### src/rtl/pa_strobed_out_ctrl_if.sv
// Port A write-path bus/handshake bundle for pa_strobed_out_ctrl.
//   master (CPU bus + peripheral side, e.g. testbench): drives cs_n, wr_n, a,
//          din, mode1_en, inte_a, ack_n; observes pa_data, pa_out_ld, obf_n, intr.
//   slave  (controller): the reverse.
interface pa_strobed_out_ctrl_if;
  logic       cs_n;
  logic       wr_n;
  logic [1:0] a;
  logic [7:0] din;
  logic       mode1_en;
  logic       inte_a;
  logic       ack_n;
  logic [7:0] pa_data;
  logic       pa_out_ld;
  logic       obf_n;
  logic       intr;

  modport master (
    output cs_n, wr_n, a, din, mode1_en, inte_a, ack_n,
    input  pa_data, pa_out_ld, obf_n, intr
  );

  modport slave (
    input  cs_n, wr_n, a, din, mode1_en, inte_a, ack_n,
    output pa_data, pa_out_ld, obf_n, intr
  );
endinterface

### src/rtl/pa_strobed_out_ctrl.sv
// 8255A Port A write path and Mode 1 strobed-output handshake.
// Converts asynchronous CPU writes into a one-clock active-low pa_out_ld pulse
// with stable pa_data for the Port A output latch, and in Mode 1 runs the
// OBF#/ACK#/INTR handshake with the peripheral.
// Ports:
//   clk   - system clock, rising edge
//   reset - asynchronous, active-low reset
//   bus   - slave side of pa_strobed_out_ctrl_if:
//           in : cs_n, wr_n, a[1:0], din[7:0], mode1_en, inte_a, ack_n
//           out: pa_data[7:0], pa_out_ld, obf_n, intr
module pa_strobed_out_ctrl (
  input  logic                  clk,
  input  logic                  reset,
  pa_strobed_out_ctrl_if.slave  bus
);

  typedef enum logic [1:0] {
    IDLE   = 2'd0,
    FULL   = 2'd1,
    ACKING = 2'd2
  } state_t;

  state_t     r_state;
  logic       r_wr_n_s1, r_wr_n_s2, r_wr_n_s3;
  logic       r_ack_n_s1, r_ack_n_s2, r_ack_n_s3;
  logic       r_cap_cs_n;
  logic [1:0] r_cap_a;
  logic [7:0] r_cap_d;
  logic [7:0] r_pa_data;
  logic       r_pa_out_ld;
  logic       r_obf_n;
  logic       r_intr;

  logic       w_write;
  logic       w_ack_fall;
  logic       w_ack_rise;

  // Two-flop synchronisers plus a third copy for edge detection
  always_ff @(posedge clk or negedge reset) begin
    if (!reset) begin
      r_wr_n_s1  <= 1'b1;
      r_wr_n_s2  <= 1'b1;
      r_wr_n_s3  <= 1'b1;
      r_ack_n_s1 <= 1'b1;
      r_ack_n_s2 <= 1'b1;
      r_ack_n_s3 <= 1'b1;
    end else begin
      r_wr_n_s1  <= bus.wr_n;
      r_wr_n_s2  <= r_wr_n_s1;
      r_wr_n_s3  <= r_wr_n_s2;
      r_ack_n_s1 <= bus.ack_n;
      r_ack_n_s2 <= r_ack_n_s1;
      r_ack_n_s3 <= r_ack_n_s2;
    end
  end

  // Bus fields are sampled while the synchronised strobe is still low, so the
  // values used at the rising edge are the last ones seen during the write.
  always_ff @(posedge clk or negedge reset) begin
    if (!reset) begin
      r_cap_cs_n <= 1'b1;
      r_cap_a    <= '0;
      r_cap_d    <= '0;
    end else if (!r_wr_n_s2) begin
      r_cap_cs_n <= bus.cs_n;
      r_cap_a    <= bus.a;
      r_cap_d    <= bus.din;
    end
  end

  assign w_write    = !r_wr_n_s3 && r_wr_n_s2 && !r_cap_cs_n && (r_cap_a == 2'b00);
  assign w_ack_fall =  r_ack_n_s3 && !r_ack_n_s2;
  assign w_ack_rise = !r_ack_n_s3 &&  r_ack_n_s2;

  // Latch load path, active in both modes
  always_ff @(posedge clk or negedge reset) begin
    if (!reset) begin
      r_pa_data   <= '0;
      r_pa_out_ld <= 1'b1;
    end else begin
      r_pa_out_ld <= !w_write;
      if (w_write) begin
        r_pa_data <= r_cap_d;
      end
    end
  end

  // Mode 1 handshake; a write always wins over a same-cycle ACK edge
  always_ff @(posedge clk or negedge reset) begin
    if (!reset) begin
      r_state <= IDLE;
      r_obf_n <= 1'b1;
      r_intr  <= 1'b0;
    end else if (!bus.mode1_en) begin
      r_state <= IDLE;
      r_obf_n <= 1'b1;
      r_intr  <= 1'b0;
    end else begin
      if (!bus.inte_a) begin
        r_intr <= 1'b0;
      end
      if (w_write) begin
        r_state <= FULL;
        r_obf_n <= 1'b0;
        r_intr  <= 1'b0;
      end else begin
        case (r_state)
          IDLE: begin
            r_obf_n <= 1'b1;
          end
          FULL: begin
            if (w_ack_fall) begin
              r_state <= ACKING;
              r_obf_n <= 1'b1;
            end
          end
          ACKING: begin
            if (w_ack_rise) begin
              r_state <= IDLE;
              r_intr  <= bus.inte_a;
            end
          end
          default: begin
            r_state <= IDLE;
            r_obf_n <= 1'b1;
          end
        endcase
      end
    end
  end

  assign bus.pa_data   = r_pa_data;
  assign bus.pa_out_ld = r_pa_out_ld;
  assign bus.obf_n     = r_obf_n;
  assign bus.intr      = r_intr;

endmodule

### src/flat_wrapper.sv
// flat-port wrapper written by rule: the top's interface ports become plain ports
module pa_strobed_out_ctrl_flat 
  (clk, reset, bus_cs_n, bus_wr_n, bus_a, bus_din, bus_mode1_en, bus_inte_a, bus_ack_n, bus_pa_data, bus_pa_out_ld, bus_obf_n, bus_intr);
  pa_strobed_out_ctrl_if bus_i ();
  input  logic clk;
  input  logic reset;
  input wire logic [$bits(bus_i.cs_n)-1:0] bus_cs_n;
  input wire logic [$bits(bus_i.wr_n)-1:0] bus_wr_n;
  input wire logic [$bits(bus_i.a)-1:0] bus_a;
  input wire logic [$bits(bus_i.din)-1:0] bus_din;
  input wire logic [$bits(bus_i.mode1_en)-1:0] bus_mode1_en;
  input wire logic [$bits(bus_i.inte_a)-1:0] bus_inte_a;
  input wire logic [$bits(bus_i.ack_n)-1:0] bus_ack_n;
  output wire logic [$bits(bus_i.pa_data)-1:0] bus_pa_data;
  output wire logic [$bits(bus_i.pa_out_ld)-1:0] bus_pa_out_ld;
  output wire logic [$bits(bus_i.obf_n)-1:0] bus_obf_n;
  output wire logic [$bits(bus_i.intr)-1:0] bus_intr;
  assign bus_i.cs_n = bus_cs_n;
  assign bus_i.wr_n = bus_wr_n;
  assign bus_i.a = bus_a;
  assign bus_i.din = bus_din;
  assign bus_i.mode1_en = bus_mode1_en;
  assign bus_i.inte_a = bus_inte_a;
  assign bus_i.ack_n = bus_ack_n;
  assign bus_pa_data = bus_i.pa_data;
  assign bus_pa_out_ld = bus_i.pa_out_ld;
  assign bus_obf_n = bus_i.obf_n;
  assign bus_intr = bus_i.intr;
  pa_strobed_out_ctrl u_core (.clk(clk), .reset(reset), .bus(bus_i));
endmodule
### config.mk
export PLATFORM = sky130hd
export DESIGN_NAME = pa_strobed_out_ctrl_flat
export DESIGN_NICKNAME = d
export VERILOG_FILES = /design/src/rtl/pa_strobed_out_ctrl_if.sv /design/src/rtl/pa_strobed_out_ctrl.sv /design/src/flat_wrapper.sv
export SDC_FILE = /design/constraint.sdc
export NUM_CORES = 1
export LEC_CHECK = 0
export BUFFER_PORTS_ARGS = -buffer_cell sky130_fd_sc_hd__clkbuf_2
export CAP_MARGIN = 0
export CORE_ASPECT_RATIO = 1.1
export CORE_UTILIZATION = 25
export DETAILED_ROUTE_END_ITERATION = 6
export SLEW_MARGIN = 20
export SYNTH_ARGS = -nofsm -noshare
export SYNTH_HDL_FRONTEND = slang
export SYNTH_SLANG_ARGS = --single-unit
### constraint.sdc
create_clock -name clk -period 1.45 [get_ports clk]
set_input_delay 0.0725 -clock clk [delete_from_list [all_inputs] [get_ports clk]]
set_output_delay 0.0725 -clock clk [all_outputs]
set_load 0.03 [all_outputs]
After elaboration in Yosys (flattened, before gate mapping)

Cells that the tools add are included.

Logic and storage cells: 48
Memories kept: 0
Memory bits (read-only): 0
Latch bits: 0
Bits in registers: 30
RAM bits: 0

Multiplexer cells: 14
Shift-type cells: 0
$mul: 0
Eq/ne operators: 6
Order comparisons: 0
Div/mod/pow operators: 0
Bitwise gates (word level): 0
$add $sub $neg: 0
Reductions and logical operators: 14

Operator list:

| cell                 | count |
|---|---|
| $mux W1              | 8 |
| $mux W2              | 4 |
| $ne A4 B2 Y1 const B | 2 |
| $ne A3 B2 Y1 const B | 2 |
| $pmux W2 S3          | 1 |
| $logic_and A1 B1 Y1  | 5 |
| $logic_not A1 Y1     | 5 |
| $logic_not A2 Y1     | 2 |
| $reduce_and A3 Y1    | 1 |
| $eq A2 B1 Y1 const B | 1 |
| $eq A2 B2 Y1 const B | 1 |
| $pmux W1 S2          | 1 |
| $reduce_and A2 Y1    | 1 |

Logic depth before layout (Yosys ltp)

Depth after elaboration: 6
Gate-level depth with buffers: 4
Gate-level depth less buffers: 4

Least setup slack after synthesis

Ideal clock, no wire load.

Kind: flip-flop to flip-flop
From: register u_core.r_wr_n_s2
To: register u_core.r_pa_data[0] (netlist: u_core.bus.pa_data[0])
Setup time: 0.125 ns
Clock period less this slack: 1.365 ns
Arrival time: 1.240 ns
Data required time: 1.325 ns
Slack: 0.085 ns
Cell stages (with the launch flop): 5
Cell sequence: dfstp_2 > nand2b_1 > nor4_4 > inv_2 > mux2_2

Word-level cells in the longest chain between the ends: 3

Ends and longest elaborated chain:

| item                             | line                      | source |
|---|---|---|
| start: declaration               | pa_strobed_out_ctrl.sv:24 | `logic r_wr_n_s1, r_wr_n_s2, r_wr_n_s3;` |
| start signal: assignment         | pa_strobed_out_ctrl.sv:49 | `r_wr_n_s2 <= r_wr_n_s1;` |
| $logic_and A1 B1 Y1 (3 in a row) | pa_strobed_out_ctrl.sv:71 | `assign w_write = !r_wr_n_s3 && r_wr_n_s2 && !r_cap_cs_n && (r_cap_a == 2'b00);` |
| end signal: assignment           | pa_strobed_out_ctrl.sv:83 | `r_pa_data <= r_cap_d;` |
| end: declaration                 | pa_strobed_out_ctrl.sv:29 | `logic [7:0] r_pa_data;` |

Every way passes these cells.
A chain may end at the register's enable or synchronous reset.

Worst setup path in the final report

From: register u_core.r_wr_n_s2
To: register u_core.r_pa_data[4] (netlist: u_core.bus.pa_data[4])

Same word-level chain as after synthesis.

==> flow_metrics.py <==
metrics = {
    "min_path": {
        "min_path_cells": 2,
        "hp-class": "in -> reg",
    },
    "global_routing": {
        "first_global_vias": 713,
        "grt_first_pass_wirelength_um": 3230,
        "grt_max_degree": 31,
        "globalRouteOverflowTotal": 0,
        "antenna_found_initial": 0,
        "grt.total_usage_pct": 9.49,
    },
    "synth": {
        "synth_area_per_cell_um2": 16.5,
        "synthCells": 67,
        "yosys_warnings": 0,
        "ys_seq_area_share_pct": 68.7,
        "synth-edff-count": 0,
        "netlist_top_cells_count": "dfrtp_1, mux2_2, dfstp_2, nand2b_1, nor2b_1",
        "synth.largest_area_cell": "dfrtp_1",
        "async_flop_share_pct": 100,
        "synth_top_area_share_pct": 47.4,
        "yosysMostFrequentCell": "dfrtp_1",
        "ys_ff_latch": 30,
        "mappedNetlistArea_um2": 1110,
        "ys.flop_type": "dfrtp_1",
        "synth_fp_nets": 84,
        "synth_cell_type_count": 17,
        "synth.top_cells.by_area": "dfrtp_1, dfstp_2, mux2_2",
    },
    "routing": {
        "drt-total-wl_um": 1920,
        "postRouteAntennaNets": 0,
        "routed_via_density": 4.24,
        "drt_iter0_markers": 4,
        "vias": 678,
        "wl_per_cell_um": 12.0,
        "drt-pass1-iter-count": 4,
        "drc": 0,
    },
    "clock_tree": {
        "cts_buffers": 5,
        "htreeDepth": 2,
        "cts_tree": "built",
        "cts.sinks": 30,
        "cts_resized": 0,
        "clk_pin_slew_worst_paths_ns": 0.07,
        "clockBufferDepth": 2,
        "insertion_delay_ns": 0.28,
        "root_buffer": "clkbuf_8",
    },
    "finish": {
        "fin_nets": 122,
        "diodes": 0,
        "area_growth_pct": 32.2,
        "fill_cells": 430,
        "layout-drive-gt1-share_pct": 63.2,
    },
    "pwr": {
        "vdd_drop_max_uv": 389,
        "p_leak_nw": 0.653,
        "power_density_nw_per_um2": 1580,
        "power_w": 0.00232,
    },
    "die": {
        "die_h_um": 71.8,
        "start_util_pct": 25.9,
        "die_x_um": 65.5,
        "coreArea_um2": 4290,
        "num_rows": 25,
        "die_area_um2": 4700,
        "io_pins": 28,
    },
    "setup_path": {
        "cp-start-kind": "flip-flop",
        "cp_max_fo": 3,
        "crit_type": "reg -> reg",
        "cp_cell_sequence": "nand2b_1, nor4_4, buf_4, mux2_2",
        "required_ns": 1.61,
        "critical_path_arrival_ns": 1.54,
        "crit_path_end_kind": "flip-flop",
        "critPathMaxStageDelay_ns": 0.53,
        "slowest_stage": "dfstp_2",
        "ff2ff_path_depth": 4,
    },
    "place": {
        "io_buffers": 27,
        "post-place-ws_ns": 0.0784,
        "gp_congestion": 0.697,
        "dp_hpwl_um": 1400,
    },
    "timing": {
        "worst_slew_pin_slew_ns": 0.712,
        "tns_ns": 0,
        "rsz0062_at_grt": "false",
        "drv_slew": 0,
        "min_period_over_period_pct": 95.2,
        "fin_skew_ns": 0.00430,
        "min_period_ns": 1.38,
        "fmax_mhz": 725,
        "slew_headroom_pct": 52.5,
        "setup_violations": 0,
        "setup_slack_ns": 0.0702,
        "hold_viol_final": 0,
    },
    "job": {
        "drv_cap": 0,
    },
    "status": {
        "outcome": "complete, no violations",
    },
}
[metal layers]
metal	track usage [%]	vias to the layer above	part of all wire, %
li1	-	312	-
met3	4.46	4	7.6
met2	15.8	20	50
met1	10.1	342	41
met4	4.35	0	1.9
met5	0	-	0
[logic make-up after synthesis]
group                  Yosys count  synth area share, %
AOI/OAI and AO/OA                5                 3.61
buffers and inverters            2                0.789
DFF                             30                 68.7
muxes                           19                 19.3
and+or+nand+nor                 11                 7.56
[cell type report]
type                    count  area (um^2)  area share [%]
clock buffers               5         68.8            4.70
clock inverters             3         45.0            3.07
inverters                   1         3.75           0.256
multi-input cells          35          338            23.1
flip-flops and latches     30          762            52.0
well taps                  54         67.6            4.61
repair buffers             32          180            12.3
[worst max-delay path, delay by kind of cell, from the launching register on]
kind	cells	cell delay [ns]
buffers and inverters	1	0.17
flip-flops	1	0.53
AND/OR/NAND/NOR	2	0.25
multiplexers	1	0.32
[final timing paths]
check	start	end	slack [ns]
min in group asynchronous	reset	u_core.bus.intr	0.37
max	u_core.r_wr_n_s2	u_core.bus.pa_data[4]	0.07
max reg2reg	u_core.r_wr_n_s2	u_core.bus.pa_data[4]	0.07
min	bus_din[6]	u_core.r_cap_d[6]	0.02
min reg2reg	u_core.r_wr_n_s1	u_core.r_wr_n_s2	0.36
max in group asynchronous	reset	u_core.r_cap_d[4]	0.62
[sequential cells by signal, summed over array words and instances, names as in the netlist, 2 cells and up]
signal              flops
u_core.r_state          2
u_core.r_cap_d          8
u_core.bus.pa_data      8
u_core.r_cap_a          2
[report_power, final]
group	switching (W)	internal, W	total [W]
logic	0.000274	0.000174	0.000448
registers	0.0000731	0.000975	0.00105
clock network	0.000309	0.000510	0.000819
[repair_timing]
item | in CTS | in global routing
hold buffers | 3 | 0
setup endpoints to repair | 0 | 0
hold endpoints to repair | 23 | 0
setup buffers | 0 | 0
[through the flow]
stage          utilization (%)  area [um^2]  cells  hold WS, ns
2_1_floorplan                -         1110     67       -0.223
3_3_place_gp              30.8         1320    149        0.139
3_5_place_dp              30.8         1320    149        0.158
4_1_cts                   34.2         1470    160       0.0128
5_1_grt                   34.2         1470    160       0.0109
6_report                  34.2         1470    160       0.0200
[cell usage in the layout (no fill, tap or decap), types with 2 or more instances in the layout]
cell,netlist,final
clkbuf_2,0,27
dfstp_2,9,9
dfrtp_1,21,21
clkbuf_8,0,5
dlygate4sd3_1,0,3
nand2b_1,4,4
nor2b_1,2,2
clkinvlp_4,0,2
mux2_2,19,19
buf_4,0,2
Power figures use the tool's default switching activity.
